$ cat config.mk
export PLATFORM = sky130hd
export DESIGN_NAME = sc_driver
export DESIGN_NICKNAME = d
export VERILOG_FILES = /design/src/rtl/sc_driver_pkg.sv /design/src/rtl/sc_cmd_fifo.sv /design/src/rtl/sc_driver.sv
export SDC_FILE = /design/constraint.sdc
export NUM_CORES = 1
export LEC_CHECK = 0
export ABC_CLOCK_PERIOD_IN_PS = 2500
export BUFFER_PORTS_ARGS = -buffer_cell sky130_fd_sc_hd__buf_4
export CAP_MARGIN = 20
export CORE_ASPECT_RATIO = 0.8
export CORE_MARGIN = 8
export CORE_UTILIZATION = 23
export DETAILED_ROUTE_END_ITERATION = 10
export GPL_ROUTABILITY_DRIVEN = 0
export GPL_TIMING_DRIVEN = 0
export PLACE_DENSITY = 0.51
export SETUP_SLACK_MARGIN = 0.4
export SYNTH_ARGS = -nofsm -noshare
export SYNTH_HDL_FRONTEND = slang
export SYNTH_SLANG_ARGS = --single-unit
$ cat constraint.sdc
create_clock -name clk -period 2.5 [get_ports clk]
set_input_delay 0.5 -clock clk [delete_from_list [all_inputs] [get_ports clk]]
set_output_delay 0.5 -clock clk [all_outputs]
set_load 0.005 [all_outputs]
$ cat src/rtl/sc_driver_pkg.sv
// -----------------------------------------------------------------------------
// sc_driver_pkg
//   Shared definitions for the scircuit start/done initiator:
//   - default operand width, command FIFO depth and done-timeout
//   - FSM state encodings (plain 2-bit constants)
//   - helper that sizes a packed job word {m, A, B, C, D}
// -----------------------------------------------------------------------------
package sc_driver_pkg;

  localparam int SC_W_DEFAULT       = 8;
  localparam int SC_DEPTH_DEFAULT   = 4;
  localparam int SC_TIMEOUT_DEFAULT = 64;

  localparam logic [1:0] SC_IDLE    = 2'd0;
  localparam logic [1:0] SC_ISSUE   = 2'd1;
  localparam logic [1:0] SC_RELEASE = 2'd2;

  // One job is the mode bit followed by four W-bit operands.
  function automatic int job_width(input int w);
    return 4 * w + 1;
  endfunction

endpackage

$ cat src/rtl/sc_cmd_fifo.sv
// -----------------------------------------------------------------------------
// sc_cmd_fifo
//   Synchronous FIFO holding packed jobs {m, A, B, C, D}.
//   Ports:
//     clk        system clock, rising edge
//     reset      asynchronous, active-low reset (empties the FIFO)
//     push       write push_data when not full (ignored while full)
//     push_data  job word to store
//     pop        drop the head entry when not empty
//     pop_data   current head entry (valid while !empty)
//     full       no free entry
//     empty      no stored entry
//   DEPTH must be a power of two >= 2. Pointers carry one extra wrap bit so
//   full and empty are distinguishable when the index bits match.
// -----------------------------------------------------------------------------
module sc_cmd_fifo
  import sc_driver_pkg::*;
#(
  parameter int WIDTH = job_width(SC_W_DEFAULT),
  parameter int DEPTH = SC_DEPTH_DEFAULT
) (
  input  logic             clk,
  input  logic             reset,
  input  logic             push,
  input  logic [WIDTH-1:0] push_data,
  input  logic             pop,
  output logic [WIDTH-1:0] pop_data,
  output logic             full,
  output logic             empty
);

  localparam int AW = $clog2(DEPTH);

  logic [WIDTH-1:0] mem [DEPTH];
  logic [AW:0]      wr_ptr;
  logic [AW:0]      rd_ptr;
  logic             do_push;
  logic             do_pop;

  assign do_push  = push && !full;
  assign do_pop   = pop && !empty;
  assign empty    = (wr_ptr == rd_ptr);
  assign full     = (wr_ptr[AW] != rd_ptr[AW]) && (wr_ptr[AW-1:0] == rd_ptr[AW-1:0]);
  assign pop_data = mem[rd_ptr[AW-1:0]];

  // NOTE: the storage array has no reset; only the pointers define which
  // entries are meaningful, so clearing the data would buy nothing.
  always_ff @(posedge clk) begin
    if (do_push) begin
      mem[wr_ptr[AW-1:0]] <= push_data;
    end
  end

  // NOTE: sequential state is updated with non-blocking assignments so every
  // register sees the pre-edge value of every other register.
  always_ff @(posedge clk or negedge reset) begin
    if (!reset) begin
      wr_ptr <= '0;
      rd_ptr <= '0;
    end else begin
      if (do_push) wr_ptr <= wr_ptr + 1'b1;
      if (do_pop)  rd_ptr <= rd_ptr + 1'b1;
    end
  end

endmodule

$ cat src/rtl/sc_driver.sv
// -----------------------------------------------------------------------------
// sc_driver
//   Initiator for the scircuit start/done interface. Host jobs arrive on a
//   valid/ready command port, are queued in sc_cmd_fifo, issued one at a time
//   over start/done, and each result is returned on a single-entry
//   valid/ready response port. A done-timeout keeps a hung target from
//   stalling the host.
//   Ports:
//     clk, reset               clock (rising edge) / async active-low reset
//     cmd_valid, cmd_ready     host job handshake (cmd_ready = FIFO not full)
//     cmd_m, cmd_a..cmd_d      job mode and operands
//     sc_start                 start request to scircuit
//     sc_m, sc_a..sc_d         registered mode/operands, stable for the job
//     sc_r, sc_error, sc_done  scircuit result, error flag, done
//     rsp_valid, rsp_ready     result handshake toward the host
//     rsp_r, rsp_error         captured result and error flag
//     rsp_timeout              job ended by timeout instead of done
//     busy                     FSM not idle
//     job_count                completed jobs, wraps at 8 bits
// -----------------------------------------------------------------------------
module sc_driver
  import sc_driver_pkg::*;
#(
  parameter int W       = SC_W_DEFAULT,
  parameter int DEPTH   = SC_DEPTH_DEFAULT,
  parameter int TIMEOUT = SC_TIMEOUT_DEFAULT
) (
  input  logic         clk,
  input  logic         reset,
  input  logic         cmd_valid,
  output logic         cmd_ready,
  input  logic         cmd_m,
  input  logic [W-1:0] cmd_a,
  input  logic [W-1:0] cmd_b,
  input  logic [W-1:0] cmd_c,
  input  logic [W-1:0] cmd_d,
  output logic         sc_start,
  output logic         sc_m,
  output logic [W-1:0] sc_a,
  output logic [W-1:0] sc_b,
  output logic [W-1:0] sc_c,
  output logic [W-1:0] sc_d,
  input  logic [W-1:0] sc_r,
  input  logic         sc_error,
  input  logic         sc_done,
  output logic         rsp_valid,
  input  logic         rsp_ready,
  output logic [W-1:0] rsp_r,
  output logic         rsp_error,
  output logic         rsp_timeout,
  output logic         busy,
  output logic [7:0]   job_count
);

  localparam int              JW         = job_width(W);
  localparam int              TW         = $clog2(TIMEOUT + 1);
  localparam logic [TW-1:0]   TIMER_LAST = TW'(TIMEOUT - 1);

  logic [1:0]    state;
  logic [TW-1:0] timer;
  logic [JW-1:0] head;
  logic          fifo_full;
  logic          fifo_empty;
  logic          issue;

  // IDLE looks at the registered rsp_valid, so a result accepted on this edge
  // lets the next job issue one cycle later, never on the same edge.
  assign issue     = (state == SC_IDLE) && !fifo_empty && !rsp_valid;
  assign cmd_ready = !fifo_full;
  assign busy      = (state != SC_IDLE);

  sc_cmd_fifo #(
    .WIDTH (JW),
    .DEPTH (DEPTH)
  ) u_cmd_fifo (
    .clk       (clk),
    .reset     (reset),
    .push      (cmd_valid),
    .push_data ({cmd_m, cmd_a, cmd_b, cmd_c, cmd_d}),
    .pop       (issue),
    .pop_data  (head),
    .full      (fifo_full),
    .empty     (fifo_empty)
  );

  always_ff @(posedge clk or negedge reset) begin
    if (!reset) begin
      state       <= SC_IDLE;
      timer       <= '0;
      sc_start    <= 1'b0;
      sc_m        <= 1'b0;
      sc_a        <= '0;
      sc_b        <= '0;
      sc_c        <= '0;
      sc_d        <= '0;
      rsp_valid   <= 1'b0;
      rsp_r       <= '0;
      rsp_error   <= 1'b0;
      rsp_timeout <= 1'b0;
      job_count   <= '0;
    end else begin
      if (rsp_valid && rsp_ready) begin
        rsp_valid <= 1'b0;
      end

      case (state)
        SC_IDLE: begin
          // A done seen here is spurious and deliberately ignored.
          if (issue) begin
            {sc_m, sc_a, sc_b, sc_c, sc_d} <= head;
            sc_start <= 1'b1;
            timer    <= '0;
            state    <= SC_ISSUE;
          end
        end

        SC_ISSUE: begin
          timer <= timer + 1'b1;
          // done takes priority over a timeout expiring on the same edge.
          if (sc_done) begin
            rsp_r       <= sc_r;
            rsp_error   <= sc_error;
            rsp_timeout <= 1'b0;
            rsp_valid   <= 1'b1;
            sc_start    <= 1'b0;
            job_count   <= job_count + 1'b1;
            timer       <= '0;
            state       <= SC_RELEASE;
          end else if (timer == TIMER_LAST) begin
            rsp_r       <= '0;
            rsp_error   <= 1'b0;
            rsp_timeout <= 1'b1;
            rsp_valid   <= 1'b1;
            sc_start    <= 1'b0;
            job_count   <= job_count + 1'b1;
            timer       <= '0;
            state       <= SC_RELEASE;
          end
        end

        SC_RELEASE: begin
          // Wait for the target to drop done so the next start is seen as a
          // fresh request; bounded so a stuck done cannot wedge the queue.
          timer <= timer + 1'b1;
          if (!sc_done || timer == TIMER_LAST) begin
            timer <= '0;
            state <= SC_IDLE;
          end
        end

        default: begin
          state <= SC_IDLE;
        end
      endcase
    end
  end

endmodule
==> results of run 1 <==
cell type report:
type / count / share of cell area, %
plain buffers: 15 / 1.30
clock buffers: 20 / 4.58
clock inverters: 12 / 1.08
inverters: 10 / 0.376
multi-input cells: 170 / 21.5
flip-flops and latches: 200 / 56.8
well taps: 434 / 5.45
repair buffers: 112 / 8.91
kinds of logic after synthesis:
group,count (synthesis),share of synthesized area [%]
XOR/XNOR,15,1.95
multiplexers,73,16.5
flip-flops,200,71.8
adder cells (fa/ha/maj),12,1.90
AO/OA/AOI/OAI,32,3.33
buffers and inverters,25,1.97
AND/OR/NAND/NOR,36,2.63
routing by layer:
metal / share of wire (%) / GRT usage (%) / wire length, um
met5: 0 / 0 / 0
met4: 0.86 / 2.29 / 159
met3: 4.1 / 2.59 / 754
met2: 48 / 15.0 / 8880
met1: 47 / 12.1 / 8640
flip-flops by register name, summed over array words and instances, names as in the netlist:
name / cells
timer: 7
u_cmd_fifo.wr_ptr: 3
job_count: 8
sc_m: 1
sc_a: 8
sc_c: 8
sc_start: 1
sc_b: 8
rsp_timeout: 1
u_cmd_fifo.rd_ptr: 3
rsp_error: 1
sc_d: 8
rsp_r: 8
u_cmd_fifo.mem: 132
rsp_valid: 1
state: 2
worst reg2reg max path: cells and delay by family (launching register included):
| family | cells | cell delay [ns] |
|---|---|---|
| AO/OA/AOI/OAI | 1 | 0.34 |
| XOR/XNOR | 1 | 0.17 |
| buffers and inverters | 1 | 0.14 |
| flip-flops | 1 | 0.40 |
| AND/OR/NAND/NOR | 1 | 0.60 |
placed cells by master (no fill, tap or decap), types with 4 or more instances in the layout:
cell       synthesis  final
a22o_1            10     10
and2_4             1      5
and3_1             6      6
buf_2              4      4
buf_4              0    108
buf_8              3      4
clkbuf_1           5      6
clkbuf_16          0     17
clkinv_4           0      4
dfrtp_1           68     68
edfxtp_1         132    132
ha_1              12     11
inv_1             10     10
inv_6              0      4
mux2_2             8      8
mux2_4            29     29
mux4_2            33     33
nand2_1            4      4
nand3_1            7      6
o21ai_0            7      7
xnor2_1            9      9
metrics by stage:
stage / worst slack [ns] / hold slack [ns]
floorplan: 0.480 / 0.204
global placement: -0.133 / 0.466
detailed placement: -0.206 / 0.466
CTS: 0.367 / 0.239
global route: 0.336 / 0.235
finish: 0.452 / 0.266
cells in the mapped netlist, drive strengths merged:
cell	n
a211o	1
nand2	4
mux2i	3
xnor2	12
buf	10
and3	6
a21o	2
and2	6
and3b	1
a41oi	1
xor2	3
a31oi	2
o21ai	7
inv	10
a21boi	1
and4	2
o31ai	1
nand3	7
ha	12
a22o	10
nor2	3
mux4	33
nand4	3
nor3	1
dfrtp	68
a32o	1
o2bb2ai	3
nand2b	3
edfxtp	132
o22a	1
clkbuf	5
a211oi	1
a21oi	1
mux2	37
what timing repair did:
| item | in CTS | in global routing |
|---|---|---|
| hold buffers | 0 | 1 |
| endpoints found under the setup margin | 125 | 67 |
| pin swaps | 1 | 3 |
| hold endpoints to repair | 0 | 18 |
| cloned | 2 | 0 |
| setup buffers | 0 | 8 |
| resized for setup | 8 | 5 |
power breakdown:
part / leakage (nW) / total, W / switching, W / internal, W
combinational: 1.48 / 0.00494 / 0.00219 / 0.00274
clock: 0.280 / 0.00265 / 0.00129 / 0.00136
sequential: 2.04 / 0.00506 / 0.000491 / 0.00457
total: 3.81 / 0.0126 / 0.00397 / 0.00867
worst max path at each step:
| stage | from | end |
|---|---|---|
| 2_1_floorplan | u_cmd_fifo.rd_ptr[1] | u_cmd_fifo.mem[3][0] |
| 3_3_place_gp | u_cmd_fifo.rd_ptr[1] | u_cmd_fifo.mem[3][13] |
| 3_5_place_dp | u_cmd_fifo.rd_ptr[1] | u_cmd_fifo.mem[0][29] |
| 4_1_cts | u_cmd_fifo.rd_ptr[1] | u_cmd_fifo.mem[0][13] |
| 5_1_grt | u_cmd_fifo.rd_ptr[1] | u_cmd_fifo.mem[0][16] |
| 6_report | u_cmd_fifo.rd_ptr[1] | u_cmd_fifo.mem[0][16] |
==> results.md, run 1 <==
* CP peak stage delay at around 0.60 ns
* HPWL after DPL at between 10000 and 15000 um
* Worst R2R Start: u_cmd_fifo.rd_ptr[1]
* Synth top area cells: edfxtp_1 (50%), dfrtp_1 (22%), mux4_2 (9.4%)
* Clock sinks at 200
* Syn Inst Count at 393
* Final period utilization at 81.9%
* Area occupied by multi-input gates at between 0.002 and 0.0025 mm2
* FILL cells at roughly 3300
* Initial antenna violation count at 0
* Final setup violation count at 0
* Diode count at 0
* RSZ-0062 raised after global routing: yes
* Fin util at between 20% and 30%
* Reg-to-reg slack, setup at between 0.4 and 0.5 ns
* CP Data Arrival Time at between 2 and 2.5 ns
* Worst Tran Pin Value at 0.782 ns
* DRT Wirelength at approximately 18000 um
* Worst hold path startpoint: cmd_a[1]
* Syn Nets at between 400 and 500
* Port Buf Inserts at 101
* Slew headroom at between 40% and 50%
* Total gr overflow at 0
* Layout cell share with drive strength beyond 1 at between 40% and 50%
* Slowest cell on crit path: and2_4
* Die area at slightly above 0.04 mm2
* Final Max Slew Viols at 0
* CTS buffer count at 17
* Initial Util at 23.4%
* Crit. End Element: flop
* Distinct cell type count after synthesis at 40
* Max-Cap Viols at 0
* Largest net degree at the start of global routing at 69
* Via count at roughly 4000
* ANT nets after route at 0
* Worst setup SP type: flop
* DRC viols at 0
* Fin cells at about 1000
* Cell accounting for the most synthesized area: edfxtp_1
* Peak VDD IR at 0.399 mV
* Hold Vio Cnt, Final at 0
* CTS clk-pin slew, worst paths at 0.07 ns
* Die width at between 200 and 250 um
* Design Area, Final at around 0.010 mm2
* Number of iterations in the first detailed-routing pass at 4
* Worst path depth at 4
* Seq/Total Area, Yosys at between 70% and 80%
* PD cells at ~1300 mW/mm2
* Fin Setup TNS at 0 ns
* Clock Path Buffers at 2
* CP max FO at 33
* Clk_lat worst skew at around 0.43 ns
* WP data required at 2.56 ns
* Number of global-route vias before repair at around 4300
* Fin crit period at 2.05 ns
* Syn_area_per_cell at about 20 um2
* R2R Path End: u_cmd_fifo.mem[0][16]
* CTS tree: done
* Syn. warnings at 0
* Net count, final at between 500 and 600
* Average wire per standard cell at between 15 and 20 um
* Mapped cell area at around 0.0079 mm2
* Lkg Pwr at approximately 3.8 nW
* Die H at around 180 um
* Cell Chain, Critical Path: buf_8, xnor2_4, a31oi_4, and2_4
* Worst reg-to-reg path cell count at 4
* Avg Vias per Cell at ~4.1
* Area after detailed placement at about 0.009 mm2
* Outcome: finished clean
* Hold EP: u_cmd_fifo.mem[2][25]
* FF/Latch Area at between 0.005 and 0.006 mm2
* Worst Hold Depth at 1
* Cells after DPL at just over 900
* Area Growth Syn to Fin at 26.3%
* I/O pins at just over 100
* Total power at about 0.013 W
* Cell family with most CP delay: simple AND/OR/NAND/NOR gates
* Cell row count at 60
* Flops & latches, synth at 200
* Core footprint at roughly 0.034 mm2
* Setup Skew at approximately 0.012 ns
* CP Class: reg -> reg
* Hold crit path type: in -> reg
* Max frequency at between 400 and 500 MHz
* Worst path buffer plus inverter count at 1
* First-pass GRT wire length at 27800 um
* GRT Overall Usage at under 10%
* CTS Root Cell: clkbuf_16
* Synth top area share at roughly half
* H-tree depth at 4
* DR iter-0 viols at between 150 and 200
(Power assumes the default switching activity.)
==> run 2, diff against run 1 <==
- ABC_CLOCK_PERIOD_IN_PS: 2500 -> 1700
- clock period: 2.5 -> 1.7 ns (I/O delays scaled with it)
==> results.md, run 2 (synthesis gave the netlist of run 1 again) <==
* Area Growth Syn to Fin at 42.1% (was 26.3%)
* Violated checks: negative setup slack
* Worst reg-to-reg path cell count at 7 (was 4)
* Fin Setup TNS at -14.77 ns (was 0 ns)
* R2R Path End: sc_a[5] (was u_cmd_fifo.mem[0][16])
* Crit. End Element: flop (unchanged)
* Number of iterations in the first detailed-routing pass at 4 (unchanged)
* H-tree depth at 4 (unchanged)
* Most common cell after layout, fill and taps aside: edfxtp_1 (unchanged)
* Final setup violation count at 176 (was 0)
* Design Area, Final at 0.0112 mm2 (was 0.00997 mm2)
* Clock Path Buffers at 2 (unchanged)
* Lkg Pwr at 4.39 nW (was 3.81 nW)
* Initial Util at 23.4% (unchanged)
* Number of global-route vias before repair at 4680 (was 4332)
* Outcome: finished, violations left (was finished clean)
* Worst R2R Start: u_cmd_fifo.rd_ptr[0] (was u_cmd_fifo.rd_ptr[1])
* CTS tree: done (unchanged)
* RSZ-0062 raised after global routing: yes (unchanged)
* Die H at 182 um (unchanged)
* Die width at 223 um (unchanged)
* Hold crit path type: in -> reg (unchanged)
* Largest register FFs at 132 (unchanged)
* CP Class: reg -> reg (unchanged)
* Port Buf Inserts at 101 (unchanged)
* Fin crit period at 1.85 ns (was 2.05 ns)
* Area after detailed placement at 0.00928 mm2 (was 0.00922 mm2)
* CTS Root Cell: clkbuf_16 (unchanged)
* HPWL after DPL at 11000 um (was 11300 um)
* Via count at 4312 (was 4029)
* WP data required at 2.02 ns (was 2.56 ns)
* Peak VDD IR at 0.706 mV (was 0.399 mV)
* Final Max Slew Viols at 0 (unchanged)
* Cell row count at 60 (unchanged)
* CP Data Arrival Time at 2.17 ns (was 2.11 ns)
* ANT nets after route at 0 (unchanged)
* Layout cell share with drive strength beyond 1 at 54.8% (was 44.0%)
* Worst Hold Depth at 2 (was 1)
* Reg-to-reg slack, setup at -0.15 ns (was 0.45 ns)
* Max frequency at 541 MHz (was 488 MHz)
* Total gr overflow at 0 (unchanged)
* GRT Overall Usage at 9.42% (was 9.24%)
* Clock sinks at 200 (unchanged)
* Final period utilization at 109% (was 81.9%)
* Post-route setup slack at -0.149 ns (was 0.452 ns)
* Slew headroom at 70.4% (was 47.9%)
* FILL cells at 3197 (was 3330)
* Worst setup SP type: flop (unchanged)
* PD cells at 1930 mW/mm2 (was 1270 mW/mm2)
* Avg Vias per Cell at 4.12 (was 4.14)
* Fin util at 33.3% (was 29.6%)
* Core footprint at 0.0337 mm2 (unchanged)
* Clk_lat worst skew at 0.43 ns (about the same)
* Hold Vio Cnt, Final at 0 (unchanged)
* DRT Wirelength at 19600 um (was 18400 um)
* First-pass GRT wire length at 28600 um (was 27800 um)
* I/O pins at 102 (unchanged)
* Most frequent cells in the layout: edfxtp_1 (132), buf_4 (105), buf_6 (65) (was edfxtp_1 (132), buf_4 (108), dfrtp_1 (68))
* Largest net degree at the start of global routing at 69 (unchanged)
* CTS buffer count at 17 (unchanged)
* Worst hold path startpoint: rsp_ready (was cmd_a[1])
* CTS clk-pin slew, worst paths at 0.08 ns (was 0.07 ns)
* Initial antenna violation count at 0 (unchanged)
* Worst Tran Pin Value at 0.444 ns (was 0.782 ns)
* Setup Skew at 0.0157 ns (was 0.0122 ns)
* Average wire per standard cell at 18.7 um (was 18.9 um)
* DR iter-0 viols at 172 (was 169)
* Die area at 0.0405 mm2 (unchanged)
* DRC viols at 0 (unchanged)
* CP max FO at 5 (was 33)
* Hold EP: rsp_valid (was u_cmd_fifo.mem[2][25])
* Net count, final at 659 (was 585)
* Diode count at 0 (unchanged)
* Max-Cap Viols at 0 (unchanged)
-- run 2: layout make-up --
type                    count  area (um2)  share of cell area (%)
clock buffers              18         429                    3.83
plain buffers              15         193                    1.72
well taps                 434         543                    4.84
repair buffers            184        1880                    16.8
inverters                  10        40.0                   0.357
multi-input cells         172        2280                    20.3
flip-flops and latches    200        5670                    50.5
clock inverters            14         184                    1.64
-- run 2: power breakdown --
| part | internal [W] | leakage (nW) | total (W) | switching, W |
|---|---|---|---|---|
| sequential | 0.00672 | 2.04 | 0.00750 | 0.000781 |
| combinational | 0.00615 | 2.06 | 0.00998 | 0.00383 |
| clock | 0.00225 | 0.294 | 0.00422 | 0.00197 |
-- run 2: repair_timing --
action	CTS	global route
hold buffers	0	1
resized for setup	33	81
setup buffers	24	52
pin swaps	15	7
endpoints found under the setup margin	253	255
cloned	6	3
hold endpoints to repair	0	8
-- run 2: routing by layer --
layer	up-vias	track usage [%]	share of wire [%]
li1	1966	-	-
met1	2270	11.1	42
met2	64	16.9	53
met3	12	2.42	3.1
met4	0	2.34	0.97
met5	-	0	0
-- run 2: critical path, cell delays in order, from the launching register on --
cell and delay (ns):
dfrtp_1 0.41, buf_8 0.14, xnor2_4 0.25, a31oi_4 0.14, and2_4 0.18, clkbuf_16 0.17, buf_16 0.15, mux2_4 0.29
-- run 2: how the worst max path moves through the flow --
| stage | from | end | slack [ns] | cells after the start |
|---|---|---|---|---|
| final | u_cmd_fifo.rd_ptr[0] | sc_a[5] | -0.15 | 7 |
| after CTS | u_cmd_fifo.rd_ptr[0] | cmd_ready | -0.18 | 4 |
| after floorplan | u_cmd_fifo.rd_ptr[1] | sc_b[0] | -0.03 | 7 |
| after detailed placement | u_cmd_fifo.rd_ptr[0] | u_cmd_fifo.mem[2][25] | -0.35 | 4 |
| after global routing | u_cmd_fifo.rd_ptr[1] | cmd_ready | -0.20 | 4 |
| after global placement | u_cmd_fifo.rd_ptr[1] | u_cmd_fifo.mem[3][21] | -0.32 | 4 |
-- run 2: metrics by stage --
stage               setup WS [ns]  instances  total power [W]  hold slack, ns
global placement           -0.320        928           0.0145           0.465
finish                     -0.149       1047           0.0217          0.0586
CTS                        -0.184        990           0.0204          0.0370
global route               -0.200       1047           0.0229          0.0344
detailed placement         -0.349        928           0.0147           0.473
floorplan                 -0.0336        393           0.0121          0.0444
